**src/rtl/matrix_pkg.sv**
```systemverilog
// Shared constants, sender state encoding and dimension clamp for the result TX path.
// Latency: n/a (declarations only).
// Backpressure: n/a.
// Contents: MAX_DIM, ELEM_W, BYTES_PER_ELEM, RESULT_W, sender_state_t, eff_dim().
package matrix_pkg;

  localparam int MAX_DIM        = 3;
  localparam int ELEM_W         = 16;
  localparam int BYTES_PER_ELEM = ELEM_W / 8;
  localparam int RESULT_W       = MAX_DIM * MAX_DIM * ELEM_W;

  typedef enum logic [2:0] {
    IDLE    = 3'd0,
    LOAD    = 3'd1,
    ISSUE   = 3'd2,
    WAIT_HI = 3'd3,
    WAIT_LO = 3'd4,
    NEXT    = 3'd5,
    FINISH  = 3'd6
  } sender_state_t;

  // Requested size clamped to the physical matrix; 0 stays 0 (nothing to send).
  function automatic logic [3:0] eff_dim(input logic [3:0] size, input int max_dim);
    if (size > 4'(max_dim)) return 4'(max_dim);
    return size;
  endfunction

endpackage

```
**src/rtl/result_sender_if.sv**
```systemverilog
// Bundles the Calculator-side request and the uart_tx byte handshake of result_sender.
// Latency: n/a (wires only).
// Backpressure: tx_busy from uart_tx holds off tx_start.
// Ports: start/size/result in, busy/done out, tx_data/tx_start out, tx_busy in (sender view = master).
interface result_sender_if
  import matrix_pkg::*;
#(
  parameter int MAX_DIM = matrix_pkg::MAX_DIM,
  parameter int ELEM_W  = matrix_pkg::ELEM_W
);
  logic                              start;
  logic [3:0]                        size;
  logic [MAX_DIM*MAX_DIM*ELEM_W-1:0] result;
  logic                              busy;
  logic                              done;
  logic [7:0]                        tx_data;
  logic                              tx_start;
  logic                              tx_busy;

  // master: the sender itself
  modport master (
    input  start, size, result, tx_busy,
    output busy, done, tx_data, tx_start
  );

  // slave: whatever drives the request and models uart_tx
  modport slave (
    output start, size, result, tx_busy,
    input  busy, done, tx_data, tx_start
  );
endinterface

```
**src/rtl/result_byte_mux.sv**
```systemverilog
// Picks one byte of the snapshotted result matrix by (row, col, byte index).
// Latency: combinational.
// Backpressure: none.
// Ports: snapshot, row, col, byte_idx in; byte_out out.
module result_byte_mux #(
  parameter int MAX_DIM = 3,
  parameter int ELEM_W  = 16
) (
  input  logic [MAX_DIM*MAX_DIM*ELEM_W-1:0] snapshot,
  input  logic [3:0]                        row,
  input  logic [3:0]                        col,
  input  logic [3:0]                        byte_idx,
  output logic [7:0]                        byte_out
);

  logic [31:0] pos;

  // Storage is row-major with a fixed MAX_DIM stride regardless of active size.
  always_comb begin
    pos      = ((32'(row) * MAX_DIM) + 32'(col)) * ELEM_W + 32'(byte_idx) * 8;
    byte_out = snapshot[pos +: 8];
  end

endmodule

```
**src/rtl/result_sender.sv**
```systemverilog
// Streams the active d x d window of the result matrix, row-major, low byte first, to uart_tx.
// Latency: first tx_start two cycles after start is sampled; done one cycle after the last byte drains.
// Backpressure: each byte waits for tx_busy low before tx_start and for a full busy high/low cycle after.
// Ports: bclk, rst (async, active-high), bus (result_sender_if.master).
// Option: RESULT_SENDER_CHECKSUM_EN appends an XOR-of-data trailer byte before done.
module result_sender
  import matrix_pkg::*;
#(
  parameter int MAX_DIM = matrix_pkg::MAX_DIM,
  parameter int ELEM_W  = matrix_pkg::ELEM_W
) (
  input logic             bclk,
  input logic             rst,
  result_sender_if.master bus
);

  localparam int BPE   = ELEM_W / 8;
  localparam int RES_W = MAX_DIM * MAX_DIM * ELEM_W;

  sender_state_t    state;
  logic [RES_W-1:0] snap;
  logic [3:0]       dim;
  logic [3:0]       row, col, bidx;
  logic [3:0]       nrow, ncol, nbidx;
  logic             last_data;
  logic [7:0]       sel_byte;
  logic [7:0]       tx_data_r;
  logic             tx_start_r, busy_r, done_r;
`ifdef RESULT_SENDER_CHECKSUM_EN
  logic [7:0]       csum;
  logic             csum_phase;
`endif

  // Position of the byte to load next: origin in LOAD, otherwise the
  // successor of the byte just sent (byte, then col, then row).
  always_comb begin
    nrow      = row;
    ncol      = col;
    nbidx     = bidx;
    last_data = 1'b0;
    if (bidx != 4'(BPE - 1)) begin
      nbidx = bidx + 4'd1;
    end else begin
      nbidx = 4'd0;
      if (col != dim - 4'd1) begin
        ncol = col + 4'd1;
      end else begin
        ncol = 4'd0;
        if (row != dim - 4'd1) nrow = row + 4'd1;
        else                   last_data = 1'b1;
      end
    end
    if (state == LOAD) begin
      nrow  = 4'd0;
      ncol  = 4'd0;
      nbidx = 4'd0;
    end
  end

  result_byte_mux #(
    .MAX_DIM (MAX_DIM),
    .ELEM_W  (ELEM_W)
  ) u_mux (
    .snapshot (snap),
    .row      (nrow),
    .col      (ncol),
    .byte_idx (nbidx),
    .byte_out (sel_byte)
  );

  always_ff @(posedge bclk or posedge rst) begin
    if (rst) begin
      state      <= IDLE;
      snap       <= '0;
      dim        <= '0;
      row        <= '0;
      col        <= '0;
      bidx       <= '0;
      tx_data_r  <= '0;
      tx_start_r <= 1'b0;
      busy_r     <= 1'b0;
      done_r     <= 1'b0;
`ifdef RESULT_SENDER_CHECKSUM_EN
      csum       <= '0;
      csum_phase <= 1'b0;
`endif
    end else begin
      tx_start_r <= 1'b0;
      done_r     <= 1'b0;
      case (state)
        IDLE: begin
          if (bus.start) begin
            snap   <= bus.result;
            dim    <= eff_dim(bus.size, MAX_DIM);
            busy_r <= 1'b1;
            state  <= LOAD;
`ifdef RESULT_SENDER_CHECKSUM_EN
            csum       <= '0;
            csum_phase <= 1'b0;
`endif
          end
        end
        LOAD: begin
          row  <= '0;
          col  <= '0;
          bidx <= '0;
          if (dim == 4'd0) begin
`ifdef RESULT_SENDER_CHECKSUM_EN
            // Empty window still carries a (zero) trailer.
            tx_data_r  <= '0;
            csum_phase <= 1'b1;
            state      <= ISSUE;
`else
            state <= FINISH;
`endif
          end else begin
            tx_data_r <= sel_byte;
            state     <= ISSUE;
          end
        end
        ISSUE: begin
          if (!bus.tx_busy) begin
            tx_start_r <= 1'b1;
            state      <= WAIT_HI;
`ifdef RESULT_SENDER_CHECKSUM_EN
            if (!csum_phase) csum <= csum ^ tx_data_r;
`endif
          end
        end
        WAIT_HI: if (bus.tx_busy)  state <= WAIT_LO;
        WAIT_LO: if (!bus.tx_busy) state <= NEXT;
        NEXT: begin
`ifdef RESULT_SENDER_CHECKSUM_EN
          if (csum_phase) begin
            state <= FINISH;
          end else if (last_data) begin
            tx_data_r  <= csum;
            csum_phase <= 1'b1;
            state      <= ISSUE;
          end else begin
`else
          if (last_data) begin
            state <= FINISH;
          end else begin
`endif
            row       <= nrow;
            col       <= ncol;
            bidx      <= nbidx;
            tx_data_r <= sel_byte;
            state     <= ISSUE;
          end
        end
        FINISH: begin
          done_r <= 1'b1;
          busy_r <= 1'b0;
          state  <= IDLE;
        end
        default: state <= IDLE;
      endcase
    end
  end

  assign bus.tx_data  = tx_data_r;
  assign bus.tx_start = tx_start_r;
  assign bus.busy     = busy_r;
  assign bus.done     = done_r;

endmodule

```
**src/flat_wrapper.sv**
```systemverilog
// flat-port wrapper written by rule: the top's interface ports become plain ports
module result_sender_flat import matrix_pkg::*;
#(
  parameter int MAX_DIM = matrix_pkg::MAX_DIM,
  parameter int ELEM_W  = matrix_pkg::ELEM_W
)
  (bclk, rst, bus_start, bus_size, bus_result, bus_tx_busy, bus_busy, bus_done, bus_tx_data, bus_tx_start);
  result_sender_if #(.MAX_DIM(MAX_DIM), .ELEM_W(ELEM_W)) bus_i ();
  input logic bclk;
  input logic rst;
  input wire logic [$bits(bus_i.start)-1:0] bus_start;
  input wire logic [$bits(bus_i.size)-1:0] bus_size;
  input wire logic [$bits(bus_i.result)-1:0] bus_result;
  input wire logic [$bits(bus_i.tx_busy)-1:0] bus_tx_busy;
  output wire logic [$bits(bus_i.busy)-1:0] bus_busy;
  output wire logic [$bits(bus_i.done)-1:0] bus_done;
  output wire logic [$bits(bus_i.tx_data)-1:0] bus_tx_data;
  output wire logic [$bits(bus_i.tx_start)-1:0] bus_tx_start;
  assign bus_i.start = bus_start;
  assign bus_i.size = bus_size;
  assign bus_i.result = bus_result;
  assign bus_i.tx_busy = bus_tx_busy;
  assign bus_busy = bus_i.busy;
  assign bus_done = bus_i.done;
  assign bus_tx_data = bus_i.tx_data;
  assign bus_tx_start = bus_i.tx_start;
  result_sender #(.MAX_DIM(MAX_DIM), .ELEM_W(ELEM_W)) u_core (.bclk(bclk), .rst(rst), .bus(bus_i));
endmodule
```
**config.mk**
```make
export PLATFORM = sky130hd
export DESIGN_NAME = result_sender_flat
export DESIGN_NICKNAME = d
export VERILOG_FILES = /design/src/rtl/matrix_pkg.sv /design/src/rtl/result_sender_if.sv /design/src/rtl/result_byte_mux.sv /design/src/rtl/result_sender.sv /design/src/flat_wrapper.sv
export SDC_FILE = /design/constraint.sdc
export NUM_CORES = 1
export LEC_CHECK = 0
export BUFFER_PORTS_ARGS = -buffer_cell sky130_fd_sc_hd__buf_2
export CAP_MARGIN = 20
export CELL_PAD_IN_SITES_DETAIL_PLACEMENT = 0
export CELL_PAD_IN_SITES_GLOBAL_PLACEMENT = 1
export CORE_ASPECT_RATIO = 0.7
export CORE_MARGIN = 4
export CORE_UTILIZATION = 47
export CTS_BUF_LIST = sky130_fd_sc_hd__clkbuf_2
export CTS_CLUSTER_SIZE = 14
export DETAILED_ROUTE_END_ITERATION = 8
export GPL_TIMING_DRIVEN = 1
export PLACE_DENSITY = 0.92
export SLEW_MARGIN = 20
export SYNTH_ARGS = -nofsm -noshare
export SYNTH_HDL_FRONTEND = slang
export SYNTH_SLANG_ARGS = --single-unit
export TNS_END_PERCENT = 5
```
**constraint.sdc**
```tcl
create_clock -name bclk -period 7.4 [get_ports bclk]
set_clock_uncertainty 0.1 [all_clocks]
set_input_delay 1.48 -clock bclk [delete_from_list [all_inputs] [get_ports bclk]]
set_output_delay 1.48 -clock bclk [all_outputs]
set_load 0.01 [all_outputs]
```
## After elaboration in Yosys (flattened, before gate mapping)

Index checks and enable logic that the tools add are counted.

| word-level totals | value |
|---|---|
| register bits | 174 |
| bits in latches | 0 |
| memory bits (writable) | 0 |
| memory bits (read-only) | 0 |
| output and inout port bits | 11 |
| word-level logic and storage cells | 81 |
| memories | 0 |

| cells by class | value |
|---|---|
| add/subtract/negate cells | 6 |
| multiply operators | 1 |
| div/mod/pow operators | 0 |
| order comparisons | 1 |
| equal/unequal tests | 15 |
| shift operators | 1 |
| multiplexer cells | 38 |
| bitwise logic cells | 0 |
| reductions and logical operators | 9 |

Operator list:

| kind | number |
|---|---|
| $shiftx A144 B13 Y8 | 1 |
| $mux W4 | 14 |
| $pmux W4 S2 | 3 |
| $mux W3 | 6 |
| $pmux W3 S6 | 1 |
| $mux W8 | 2 |
| $pmux W8 S2 | 1 |
| $add A11 B7 Y12 | 1 |
| $add A4 B1 Y4 const B | 3 |
| $ne A2 B2 Y1 const B | 6 |
| $mux W1 | 10 |
| $eq A3 B3 Y1 const B | 3 |
| $ne A4 B4 Y1 | 2 |
| $add A6 B4 Y7 | 1 |
| $eq A3 B2 Y1 const B | 2 |
| $mul A4 B2 Y6 const B | 1 |
| $reduce_and A2 Y1 | 3 |
| $gt A4 B2 Y1 const B | 1 |
| $logic_not A4 Y1 | 1 |
| $ne A4 B1 Y1 const B | 1 |
| $reduce_and A4 Y1 | 1 |
| $reduce_bool A2 Y1 | 2 |
| $sub A4 B1 Y4 const B | 1 |
| $eq A3 B1 Y1 const B | 1 |
| other kinds (3) | 3 |

## Logic depth before layout (Yosys ltp)

| logic depth | value |
|---|---|
| word-level depth | 12 |
| depth in mapped cells | 21 |
| depth with buffers taken out | 19 |

## By module

A second synthesis with hierarchy kept.

| unflattened totals | value |
|---|---|
| cell total of the unflattened synthesis | 625 |
| area total of the unflattened synthesis | 8773.4 um^2 |

Modules (own cells, without submodules):

| module | instances | cells an instance | area an instance (um^2) | sequential area each (um^2) |
|---|---|---|---|---|
| result_sender | 1 | 480 | 7085.5 | 4354.2 |
| result_byte_mux | 1 | 145 | 1687.9 | 0.0 |

## Least setup slack after synthesis

No wires, ideal clock.

| timing path | value |
|---|---|
| path type | register -> register |
| start point | register u_core.dim[0] |
| end point | register u_core.tx_data_r[6] (netlist: u_core.bus.tx_data[6]) |
| data arrival time | 4.543 ns |
| data required time | 7.170 ns |
| path slack | 2.627 ns |
| cell stages (with the launch flop) | 19 |
| path buffers | 1 |
| period minus slack after synthesis | 4.773 ns |
| path through | dfrtp_1 > inv_1 > ha_1 > xnor2_1 > xnor2_1 > nor4_2 > buf_4 > nand3b_1 > xor2_1 > nor2_1 > fa_1 > fa_1 > ha_1 > xnor2_1 > nor2_1 > nand2_1 > o22ai_1 > nor4b_1 > o31ai_2 |

| between the ends | value |
|---|---|
| word-level cells in the longest chain between the ends | 12 |
| elaborated cells on any way between the ends | 24 |
| those cells by class | 3 x add/sub; 1 x mul; 4 x eq/ne; 1 x shift; 13 x mux; 2 x reduce/logical |

RTL lines:

| item | RTL line | RTL |
|---|---|---|
| start: declaration | result_sender.sv:22 | `logic [3:0] dim;` |
| start signal: assignment | result_sender.sv:94 | `dim <= eff_dim(bus.size, MAX_DIM);` |
| $sub A4 B1 Y4 | result_sender.sv:45, result_sender.sv:49 |  |
| $ne A4 B4 Y1 | result_sender.sv:49 | `if (row != dim - 4'd1) nrow = row + 4'd1;` |
| $mux W4 | result_sender.sv:49 |  |
| $mux W4 | result_sender.sv:45 | `if (col != dim - 4'd1) begin` |
| $mux W4 | result_sender.sv:41 | `if (bidx != 4'(BPE - 1)) begin` |
| $mux W4 | result_sender.sv:53 | `if (state == LOAD) begin` |
| $mul A4 B2 Y6 | result_byte_mux.sv:20 | `pos = ((32'(row) * MAX_DIM) + 32'(col)) * ELEM_W + 32'(byte_idx) * 8;` |
| $add A6 B4 Y7 | result_byte_mux.sv:20 |  |
| $add A11 B7 Y12 | result_byte_mux.sv:20 |  |
| $shiftx A144 B13 Y8 | result_byte_mux.sv:21 | `byte_out = snapshot[pos +: 8];` |
| $mux W8, on equally long branches | result_sender.sv:142, result_sender.sv:107 |  |
| $pmux W8 S2 | result_sender.sv:90 | `case (state)` |
| end signal: assignment | result_sender.sv:117 | `tx_data_r <= sel_byte;` |
| end signal: assignment | result_sender.sv:149 | `tx_data_r <= sel_byte;` |
| end: declaration | result_sender.sv:27 | `logic [7:0] tx_data_r;` |

Parallel ways exist; a longest one is shown, timed or not. The select of a mux whose other input is x is not followed.
A chain may end at the register's enable or synchronous reset.

## Final worst setup path

Same ends and word-level chain as after synthesis.

==> impl.org <==
** Die
- Standard cell core area :: ~18,000 um2
- Number of standard-cell rows in the floorplan :: 41
- Total die area :: roughly 21,000 um2
- From left edge to right edge, the die measures 170.7 um.
- For this design the top-level I/O count stands at about 160.
- From bottom edge to top edge, the die measures roughly 120 um.
- For this configuration, the core starts out at a cell density of 0.4810.

** Cells and area
- Fill cells in the final layout number ~1,500.
- After the last flow step, the layout net total stands at ~960.
- P&R area growth vs syn :: 14.02%
- Summed area of non-filler cells in the final layout :: roughly 9900 um2
- Of the cells placed in the final design, the portion with a size suffix greater than 1 is 0.4994.

** Logic synthesis
- Most area-consuming cells after synthesis :: sky130_fd_sc_hd__dfrtp_1 50%, sky130_fd_sc_hd__mux2_2 19%, sky130_fd_sc_hd__mux4_2 7.0%, sky130_fd_sc_hd__ha_1 1.9%, sky130_fd_sc_hd__mux2i_1 1.7%
- Leading register cell type out of synthesis :: sky130_fd_sc_hd__dfrtp_1
- The number of nets handed over by synthesis was 803.
- The synthesized design contains 0 enable-type register cells.
- Share of the synthesized area in the top cell type :: 0.4999
- The average instance in the mapped netlist occupies around 14 um2.
- Async set or reset register ratio after synthesis :: 1.000
- Most common cell in the netlist :: sky130_fd_sc_hd__dfrtp_1
- Number of library cell types mapped by synthesis :: 65
- The cell count after synthesis came out at 634.
- Yosys warning count :: 0
- Dominant cell type by area after synthesis :: sky130_fd_sc_hd__dfrtp_1
- After synthesis the cells add up to ~8700 um2.
- In this run, synthesis produced a sequential element count of 174.
- The share of the Yosys chip area taken by registers is 0.4999.
- Ranking of synthesized cells by instance count :: 174 x sky130_fd_sc_hd__dfrtp_1, 145 x sky130_fd_sc_hd__mux2_2, 28 x sky130_fd_sc_hd__nand2_1, 27 x sky130_fd_sc_hd__mux4_2, 22 x sky130_fd_sc_hd__nand3_1

** Global route
- Summed over all layers, the global routing overflow is 0.
- Global-route wire length before repair :: about 32,000 um
- Largest net degree at the start of global routing :: between 90 and 100
- Total GRT Usage :: 0.2009
- The via count of the first global-routing pass was a little under 6,000.
- Number of antenna violations at the first check in global routing :: 5

** Placement
- Detailed placement ended at an HPWL of 14,560 um.
- Once placement finished, the instance area stood at slightly below 10,000 um2.
- Routability congestion estimate :: approximately 0.86
- Number of buffers added on ports :: roughly 160

** Route
- 1st-iter DRT viols :: roughly 350
- For this block, the routed nets add up to roughly 20,000 um of wire.
- Number of vias per cell :: around 5.6
- Before antenna repair, the detailed router went through 5 iterations.
- In this run the remaining antenna-violating nets after routing total 0.
- After detailed routing, the average wire length per cell comes to 19.38 um.
- Summing over every cut layer, the via total after detailed routing is 5,761.
- For this run, design rule violations remaining after detail routing come to 0.

** Setup path
- The critical path ends at u_core.bus.tx_data[6]$_DFFE_PP0P_.
- Among cell families on the critical path, the largest total delay comes from simple AND/OR/NAND/NOR gates.
- The largest individual stage delay along the critical path comes from the cell sky130_fd_sc_hd__xnor2_1.
- Critical R2R Capture :: u_core.bus.tx_data[6]$_DFFE_PP0P_
- Tracing the worst setup path back leads to its startpoint at u_core.dim[0]$_DFFE_PP0P_.
- Required time of the critical path :: a little under 8 ns
- The worst setup path is captured at a register.
- Worst flop-to-flop path startpoint :: u_core.dim[0]$_DFFE_PP0P_
- The worst setup path is launched from a register.
- At the worst endpoint, the arrival time is about 6 ns.
- Depth of the critical timing path with buffers and inverters included :: 17
- The critical path goes through inv_1 -> ha_1 -> xnor2_1 -> xnor2_1 -> nor4_4 -> nand2b_4 -> nand2_1 -> a21oi_1 -> fa_1 -> fa_1 -> ha_1 -> xnor2_1 -> nor2_1 -> nand2_1 -> o22ai_1 -> nor4b_1 -> o31ai_2.
- By instance count, the cell type seen most on the critical path is sky130_fd_sc_hd__xnor2_1.
- The critical path is of the register to register type.
- Delay of the slowest critical-path stage :: a little under 0.6 ns
- Across all register-to-register paths, the minimum setup slack is 1.93 ns.
- In this run the worst path has a maximum fanout of 10.
- For the worst flop-to-flop path, the logic depth is 17.
- Together, buffers and inverters on the worst path number 1.

** CTS
- After clock tree synthesis, the flow added hold-fix buffers numbering 0.
- Clock-pin slew was measured on the worst setup and hold paths at 0.29 ns.
- Number of gates given a new drive strength after cts :: 0
- Max H-tree Level :: 4
- Clock Sinks :: 174
- For the worst-skew pair, the clock arrives at the later sink with an insertion delay of between 0.7 and 0.8 ns.
- Clock tree buffer depth :: 2
- CTS tree :: built
- Buffers added to address setup during post-CTS repair amount to 0.
- Clock root buffer :: sky130_fd_sc_hd__clkbuf_2
- Number of buffers added by the clock tree synthesis step :: 17

** STA
- Final sum of negative setup slack :: 0 ns
- Number of hold violations in the final report :: 0
- Timing-limited maximum frequency :: between 150 and 200 MHz
- Final critical path time including I/O delays and setup :: around 5.5 ns
- Number of pins exceeding their max-slew limit in the final report :: 0
- Slew @ Worst Pin :: around 1.1 ns
- Setup repair after global routing missed its margin :: false
- Share of the cycle needed by the critical path after routing :: 0.7387
- Max-Slew Margin vs Limit :: 0.2843
- Number of setup violations in the final report :: 0

** Power and ir drop
- Dividing total power by cell area gives a power density of approximately 420 nW/um2.
- Worst ir drop on vdd :: 0.2582 mV
- Summed over all cells, the static leakage comes to 4.448 nW.
- Power after layout :: approximately 4.2 mW

** Outcome
- The flow ran to the end, and the final reports show no timing, DRC or antenna violations.

** Min path
- Min-delay worst type :: register to register

** Job
- Number of maximum-capacitance violations :: 0
[cells by family (layout without fill, tap and decap cells)]
| logic type | count (synthesis) | in the layout | synth area share |
|---|---|---|---|
| and+or+nand+nor | 113 | 113 | 0.07456 |
| muxes | 190 | 190 | 0.2819 |
| buffers and inverters | 45 | 210 | 0.02600 |
| other | 0 | 1 | 0 |
| AOI/OAI and AO/OA | 75 | 75 | 0.06723 |
| xor gates and xnor gates | 20 | 20 | 0.02255 |
| DFF | 174 | 174 | 0.4999 |
| adders and majority gates | 17 | 17 | 0.02787 |
[placed cells by master, fill, tap and decap left out, types with 12 or more instances in the layout]
master	instances
sky130_fd_sc_hd__nor2_1	15
sky130_fd_sc_hd__nand3_1	22
sky130_fd_sc_hd__xnor2_1	13
sky130_fd_sc_hd__a21oi_1	12
sky130_fd_sc_hd__mux2i_1	15
sky130_fd_sc_hd__ha_1	12
sky130_fd_sc_hd__o21ai_0	15
sky130_fd_sc_hd__nand2_1	28
sky130_fd_sc_hd__mux2_2	145
sky130_fd_sc_hd__buf_2	162
sky130_fd_sc_hd__dfrtp_1	174
sky130_fd_sc_hd__mux4_2	27
sky130_fd_sc_hd__clkbuf_2	17
[worst min path at each step]
stage | from | endpoint | slack (ns) | depth (start not counted)
2_1_floorplan | u_core.snap[105]$_DFFE_PP0P_ | u_core.snap[105]$_DFFE_PP0P_ | 0.37 | 1
3_3_place_gp | u_core.bus.tx_data[2]$_DFFE_PP0P_ | u_core.bus.tx_data[2]$_DFFE_PP0P_ | 0.38 | 2
3_5_place_dp | u_core.bus.tx_data[2]$_DFFE_PP0P_ | u_core.bus.tx_data[2]$_DFFE_PP0P_ | 0.36 | 2
4_1_cts | u_core.bus.tx_data[0]$_DFFE_PP0P_ | u_core.bus.tx_data[0]$_DFFE_PP0P_ | 0.43 | 2
5_1_grt | u_core.bus.tx_data[0]$_DFFE_PP0P_ | u_core.bus.tx_data[0]$_DFFE_PP0P_ | 0.44 | 2
6_report | u_core.bus.tx_data[0]$_DFFE_PP0P_ | u_core.bus.tx_data[0]$_DFFE_PP0P_ | 0.43 | 2
[layer usage]
layer / global-route usage / up-vias / wire length [um]
li1: - / 2655 / -
met1: 0.2957 / 2890 / 9236
met2: 0.2865 / 180 / 8726
met3: 0.07622 / 26 / 1879
met4: 0.04040 / 10 / 187
met5: 0 / - / 43
[where the power goes]
group / switching (mW) / leakage (nW) / total [mW] / internal, mW
clock: 0.381 / 0.141 / 0.488 / 0.107
combinational: 0.989 / 2.21 / 2.07 / 1.08
sequential: 0.252 / 2.09 / 1.64 / 1.39
total: 1.62 / 4.45 / 4.20 / 2.58
[worst register-to-register path, cell delays in order (launching register included)]
cell,delay (ns)
sky130_fd_sc_hd__dfrtp_1,0.50
sky130_fd_sc_hd__inv_1,0.08
sky130_fd_sc_hd__ha_1,0.23
sky130_fd_sc_hd__xnor2_1,0.28
sky130_fd_sc_hd__xnor2_1,0.15
sky130_fd_sc_hd__nor4_4,0.52
sky130_fd_sc_hd__nand2b_4,0.27
sky130_fd_sc_hd__nand2_1,0.07
sky130_fd_sc_hd__a21oi_1,0.23
sky130_fd_sc_hd__fa_1,0.50
sky130_fd_sc_hd__fa_1,0.50
sky130_fd_sc_hd__ha_1,0.36
sky130_fd_sc_hd__xnor2_1,0.59
sky130_fd_sc_hd__nor2_1,0.26
sky130_fd_sc_hd__nand2_1,0.13
sky130_fd_sc_hd__o22ai_1,0.09
sky130_fd_sc_hd__nor4b_1,0.38
sky130_fd_sc_hd__o31ai_2,0.10
[registers in the layout (all words and copies together) (netlist names)]
register             flops
u_core.bus.busy          1
u_core.bus.tx_data       8
u_core.bus.tx_start      1
u_core.row               4
u_core.col               4
u_core.state             3
u_core.snap            144
u_core.dim               4
u_core.bus.done          1
u_core.bidx              4
[area by class of cell]
type / count / area, um2 / share of cell area
Sequential cell: 174 / 4354 / 0.4385
Multi-Input combinational cell: 415 / 4140 / 0.4169
Timing Repair Buffer: 168 / 859.6 / 0.08656
Tap cell: 236 / 295.3 / 0.02973
Clock inverter: 15 / 151.4 / 0.01525
Clock buffer: 17 / 85.08 / 0.008567
Inverter: 10 / 42.54 / 0.004284
Antenna cell: 1 / 2.502 / 0.0002520
[metrics by stage]
step | setup WS [ns] | cells | util | hold WS, ns
3_3_place_gp | 2.188 | 1003 | 0.5350 | 0.3793
5_1_grt | 1.496 | 1035 | 0.5483 | 0.4442
2_1_floorplan | 1.103 | 634 | - | 0.3720
3_5_place_dp | 2.049 | 1003 | 0.5350 | 0.3644
4_1_cts | 1.979 | 1035 | 0.5481 | 0.4285
6_report | 1.934 | 1036 | 0.5484 | 0.4258
No activity file was read; power rests on OpenSTA's default activity.
